### config.mk
export PLATFORM = sky130hd
export DESIGN_NAME = mult_div_unit
export DESIGN_NICKNAME = d
export VERILOG_FILES = /design/src/rtl/mult_div_unit.sv
export SDC_FILE = /design/constraint.sdc
export NUM_CORES = 1
export LEC_CHECK = 0
export BUFFER_PORTS_ARGS = -buffer_cell sky130_fd_sc_hd__buf_2
export CAP_MARGIN = 20
export CORE_ASPECT_RATIO = 0.7
export CORE_MARGIN = 3
export CORE_UTILIZATION = 50
export DETAILED_ROUTE_END_ITERATION = 12
export PLACE_DENSITY = 0.72
export SETUP_SLACK_MARGIN = 0.15
export SLEW_MARGIN = 20
export SYNTH_ARGS = -nofsm -noshare
export SYNTH_HDL_FRONTEND = slang
export SYNTH_SLANG_ARGS = --single-unit
export TNS_END_PERCENT = 1
### constraint.sdc
create_clock -name clock -period 13.8 [get_ports clock]
set_clock_uncertainty 0.05 [all_clocks]
set_input_delay 3.45 -clock clock [delete_from_list [all_inputs] [get_ports clock]]
set_output_delay 3.45 -clock clock [all_outputs]
set_load 0.005 [all_outputs]
### src/rtl/mult_div_unit.sv
// Iterative multiply/divide unit owning the HI/LO registers.
// Multiply is shift-add and divide is restoring division, one bit per cycle.
// Signed operands are converted to magnitudes on issue. Signs are applied in FIX.
module mult_div_unit #(
    parameter int unsigned WIDTH = 32
) (
    input  logic             clock,
    input  logic             reset,
    input  logic             start,
    input  logic [1:0]       op,
    input  logic [WIDTH-1:0] a,
    input  logic [WIDTH-1:0] b,
    input  logic             cancel,
    input  logic             mthi,
    input  logic             mtlo,
    input  logic [WIDTH-1:0] wdata,
    output logic [WIDTH-1:0] hi,
    output logic [WIDTH-1:0] lo,
    output logic             busy,
    output logic             done
);

    localparam int unsigned CNT_W = (WIDTH > 1) ? $clog2(WIDTH) : 1;
    localparam int unsigned ACC_W = 2 * WIDTH;

    localparam logic [1:0] S_IDLE = 2'd0;
    localparam logic [1:0] S_MUL  = 2'd1;
    localparam logic [1:0] S_DIV  = 2'd2;
    localparam logic [1:0] S_FIX  = 2'd3;

    logic [1:0]       state_q, state_d;
    logic [CNT_W-1:0] count_q, count_d;
    logic [ACC_W-1:0] acc_q, acc_d;      // mul: {partial, multiplier}; div: {remainder, quotient}
    logic [WIDTH-1:0] opnd_q, opnd_d;    // multiplicand or divisor magnitude
    logic             is_div_q, is_div_d;
    logic             neg_lo_q, neg_lo_d; // negate product / quotient
    logic             neg_hi_q, neg_hi_d; // negate remainder
    logic [WIDTH-1:0] hi_q, hi_d;
    logic [WIDTH-1:0] lo_q, lo_d;
    logic             done_q, done_d;

    logic             sgn_a, sgn_b;
    logic [WIDTH-1:0] mag_a, mag_b;
    logic [WIDTH:0]   mul_sum;
    logic [WIDTH:0]   div_shift;
    logic [WIDTH:0]   div_trial;
    logic [ACC_W-1:0] prod_fix;
    logic [WIDTH-1:0] quo_fix;
    logic [WIDTH-1:0] rem_fix;

    // Operand magnitudes and per-step datapath arithmetic
    always_comb begin
        sgn_a     = ~op[0] & a[WIDTH-1];
        sgn_b     = ~op[0] & b[WIDTH-1];
        mag_a     = sgn_a ? WIDTH'(-a) : a;
        mag_b     = sgn_b ? WIDTH'(-b) : b;
        mul_sum   = {1'b0, acc_q[ACC_W-1:WIDTH]} + {1'b0, opnd_q};
        div_shift = {acc_q[ACC_W-1:WIDTH], acc_q[WIDTH-1]};
        div_trial = div_shift - {1'b0, opnd_q};
        prod_fix  = neg_lo_q ? ACC_W'(-acc_q) : acc_q;
        quo_fix   = neg_lo_q ? WIDTH'(-acc_q[WIDTH-1:0]) : acc_q[WIDTH-1:0];
        rem_fix   = neg_hi_q ? WIDTH'(-acc_q[ACC_W-1:WIDTH]) : acc_q[ACC_W-1:WIDTH];
    end

    // Next-state, datapath step and HI/LO update
    always_comb begin
        state_d  = state_q;
        count_d  = count_q;
        acc_d    = acc_q;
        opnd_d   = opnd_q;
        is_div_d = is_div_q;
        neg_lo_d = neg_lo_q;
        neg_hi_d = neg_hi_q;
        hi_d     = hi_q;
        lo_d     = lo_q;
        done_d   = 1'b0;

        if (state_q == S_IDLE) begin
            if (start && !cancel) begin
                count_d  = '0;
                is_div_d = op[1];
                neg_hi_d = op[1] & sgn_a;
                if (op[1]) begin
                    // Divide by zero keeps an all-ones quotient regardless of signs
                    neg_lo_d = (sgn_a ^ sgn_b) & (b != '0);
                    acc_d    = {{WIDTH{1'b0}}, mag_a};
                    opnd_d   = mag_b;
                    state_d  = S_DIV;
                end else begin
                    neg_lo_d = sgn_a ^ sgn_b;
                    acc_d    = {{WIDTH{1'b0}}, mag_b};
                    opnd_d   = mag_a;
                    state_d  = S_MUL;
                end
            end else if (!start) begin
                if (mthi) hi_d = wdata;
                if (mtlo) lo_d = wdata;
            end
        end else if (cancel) begin
            state_d = S_IDLE;
            count_d = '0;
        end else begin
            case (state_q)
                S_MUL: begin
                    acc_d = acc_q[0] ? {mul_sum, acc_q[WIDTH-1:1]} : {1'b0, acc_q[ACC_W-1:1]};
                    if (count_q == CNT_W'(WIDTH - 1)) state_d = S_FIX;
                    else count_d = count_q + CNT_W'(1);
                end
                S_DIV: begin
                    if (!div_trial[WIDTH]) acc_d = {div_trial[WIDTH-1:0], acc_q[WIDTH-2:0], 1'b1};
                    else acc_d = {acc_q[ACC_W-2:0], 1'b0};
                    if (count_q == CNT_W'(WIDTH - 1)) state_d = S_FIX;
                    else count_d = count_q + CNT_W'(1);
                end
                S_FIX: begin
                    if (is_div_q) begin
                        lo_d = quo_fix;
                        hi_d = rem_fix;
                    end else begin
                        lo_d = prod_fix[WIDTH-1:0];
                        hi_d = prod_fix[ACC_W-1:WIDTH];
                    end
                    done_d  = 1'b1;
                    count_d = '0;
                    state_d = S_IDLE;
                end
                default: state_d = S_IDLE;
            endcase
        end
    end

    // State and datapath registers
    always_ff @(posedge clock or posedge reset) begin
        if (reset) begin
            state_q  <= S_IDLE;
            count_q  <= '0;
            acc_q    <= '0;
            opnd_q   <= '0;
            is_div_q <= 1'b0;
            neg_lo_q <= 1'b0;
            neg_hi_q <= 1'b0;
            hi_q     <= '0;
            lo_q     <= '0;
            done_q   <= 1'b0;
        end else begin
            state_q  <= state_d;
            count_q  <= count_d;
            acc_q    <= acc_d;
            opnd_q   <= opnd_d;
            is_div_q <= is_div_d;
            neg_lo_q <= neg_lo_d;
            neg_hi_q <= neg_hi_d;
            hi_q     <= hi_d;
            lo_q     <= lo_d;
            done_q   <= done_d;
        end
    end

    assign hi   = hi_q;
    assign lo   = lo_q;
    assign done = done_q;
    assign busy = (state_q != S_IDLE);

endmodule

==> out/metrics.yaml <==
worstPathArrival_ps: 6170
async_reset_ff_share_pct: 100
antenna_found_initial: 2
synth_ff_type: "dfrtp_1"
cp-start-kind: "input pin"
cts_tree: "built"
die_x_um: 214
finalMaxSlewViolations: 0
fmax_ghz: 0.169
fin_crit_ps: 5920
hold_viol: 0
cts_setup_buffers: 0
io_pins: 170
area_growth_pct: 10.8
routed_wirelength_um: 55600
synth_area_per_cell_sq_um: 7.77
die_y_um: 152
drtAntennaViolNets: 0
ys_ff_latch: 171
grt_overflow: 0
numCtsBuffers: 17
routedWlPerCell_um: 22.6
rsz0062_at_grt: "false"
crit_required_ps: 14050
drv_cap: 0
status: "completed"
h-tree-depth: 4
drive_gt1_share_pct: 13.1
grt_pass1_vias: 13986
port_buffers: 169
viasPerCell: 6.26
p_per_area_mw_per_mm2: 261
post-route-period-util_pct: 42.9
vdd_drop_max_mv: 0.122
clk_pin_slew_ps: 70
critPathMaxFanout: 4
syn_nets: 2137
clockBufferDepth: 2
synth_area_sq_mm: 0.0152
power_leakage_nw: 7.56
dp_hpwl_um: 42800
final_cell_count_no_fill: 2462
grt_max_degree: 107
ctsRootBufferMaster: "clkbuf_16"
core-area_sq_mm: 0.0294
route.vias.total: 15408
finalWeightedCongestion: 1.02
drc: 0
setup_viol: 0
global_route.usage.met2_pct: 45.7
synthCells: 1958
worstSkewPairLatency_ps: 460
synth_area_leader_cell: "dfrtp_1"
ys_seq_area_share_pct: 28.1
ctsResizeCount: 0
final_nets: 2223
met3_usage_pct: 10.9
rows: 52
crit_type: "in -> reg"
fin_setup_tns_ps: 0
first_iter_violations: 1801
grt_pass1_wl_um: 84700
antenna_cells: 0
synth_area_leaders: "dfrtp_1 28%, o21ai_0 7.2%, a21oi_1 6.7%"
synth_top_area_share_pct: 28.1
initial_utilization_pct: 51.7
critPathCaptureType: "register"
synth.distinct_cells: 87
tightestPinTransition_ps: 1100
hp-class: "reg -> reg"
clock_sinks: 171
dieArea_sq_mm: 0.0326
track_usage_pct: 33.2
dr.pass1.iters: 5
cts_hold_buf: 0
synth_edf_count: 0
busiest_layer: "met1"
met1_usage_pct: 49.5
dp_cells: 2430
ys_warn_count: 0
max-slew-margin-rel_pct: 26.7
[synth_stat cells (10+ instances only)]
master,n
nand2b_1,26
nor3b_1,10
o31ai_1,24
ha_1,73
nor2b_1,24
a22o_1,14
and3_1,12
nand2_1,223
mux2_2,12
nor4_1,11
inv_1,71
a31oi_1,15
o22ai_1,12
nand3b_1,11
nor3_1,29
a21oi_1,203
nor2_1,160
dfrtp_1,171
clkbuf_1,102
o21ai_0,219
nand3_1,24
nand4_1,10
xnor2_1,92
o211ai_1,26
o221ai_1,11
o21a_1,15
a21o_1,29
or3_1,17
o41ai_1,11
xor2_1,76
buf_1,11
a211oi_1,12
mux2i_1,80
[power breakdown]
part	leakage, nW	switching [mW]	internal (mW)
Combinational	5.12	1.74	1.11
Clock	0.272	0.245	0.255
Sequential	2.17	0.340	0.718
[final timing paths]
kind                       slack [ps]                    end                  start  depth (start not counted)
setup / recovery                 7880  acc_q[29]$_DFFE_PP0P_                  a[14]                         10
hold / removal                    420      hi[6]$_DFFE_PP0P_      hi[6]$_DFFE_PP0P_                          2
setup reg to reg                 8900  acc_q[53]$_DFFE_PP0P_  acc_q[32]$_DFFE_PP0P_                         13
hold reg to reg                   420      hi[6]$_DFFE_PP0P_      hi[6]$_DFFE_PP0P_                          2
max in group asynchronous        9180     hi[29]$_DFFE_PP0P_                  reset                          3
min in group asynchronous        3070  acc_q[11]$_DFFE_PP0P_                  reset                          2
[cell usage in the layout, fill, tap and decap left out, drive strengths merged, types with 76 or more instances in the layout]
cell,n
o21ai,229
nand2,224
a21oi,205
buf,189
dfrtp,171
nor2,161
xnor2,92
mux2i,80
inv,78
xor2,76
[per-layer routing]
metal  vias up  part of all wire [%]  routed length, um
li1       7196                     -                  -
met1      7293                    45              25200
met2       840                    40              22400
met3        75                    12               6710
met4         4                   2.4               1310
met5         -                 0.040                 22
[worst max-delay path, stage by stage]
cell and delay, ps:
buf_2 120, or4_1 590, nor4_1 420, nor4b_2 540, nand2_1 190, o31ai_1 280
xor2_1 230, a21oi_1 100, a21oi_1 180, o21ai_1 70
[per-stage QoR]
stage | cell area, sq um | hold WS [ps] | util, % | power (mW) | setup slack [ps]
2_1_floorplan | 15200 | 423 | - | 2.96 | 5670
4_1_cts | 16800 | 425 | 57.3 | 4.32 | 7960
3_3_place_gp | 16300 | 404 | 55.3 | 3.76 | 7560
3_5_place_dp | 16300 | 412 | 55.3 | 3.82 | 7490
6_report | 16900 | 423 | 57.3 | 4.40 | 7880
5_1_grt | 16900 | 452 | 57.3 | 4.72 | 7680
[sequential cells by signal, summed over array words and instances (netlist names)]
register,count
lo,32
neg_lo_q,1
done,1
is_div_q,1
count_q,5
opnd_q,32
hi,32
neg_hi_q,1
state_q,2
acc_q,64
[kinds of logic (layout without fill, tap and decap cells)]
logic type	after synthesis	count (layout)	synth area share [%]
flip-flops	171	171	28.1
XOR/XNOR	168	168	9.67
multiplexers	92	92	6.15
buffers and inverters	194	293	4.90
AO/OA/AOI/OAI	661	661	26.2
AND/OR/NAND/NOR	597	597	18.7
adder cells (fa/ha/maj)	75	75	6.27
[final cells by class]
| cell class | count | area (sq um) |
|---|---|---|
| flip-flops and latches | 171 | 4280 |
| multi-input cells | 1593 | 10200 |
| inverters | 72 | 278 |
| well taps | 405 | 507 |
| clock inverters | 15 | 154 |
| repair buffers | 189 | 996 |
| clock buffers | 17 | 425 |
| fillers | 2874 | 12600 |
No activity file was read; power rests on OpenSTA's default activity.
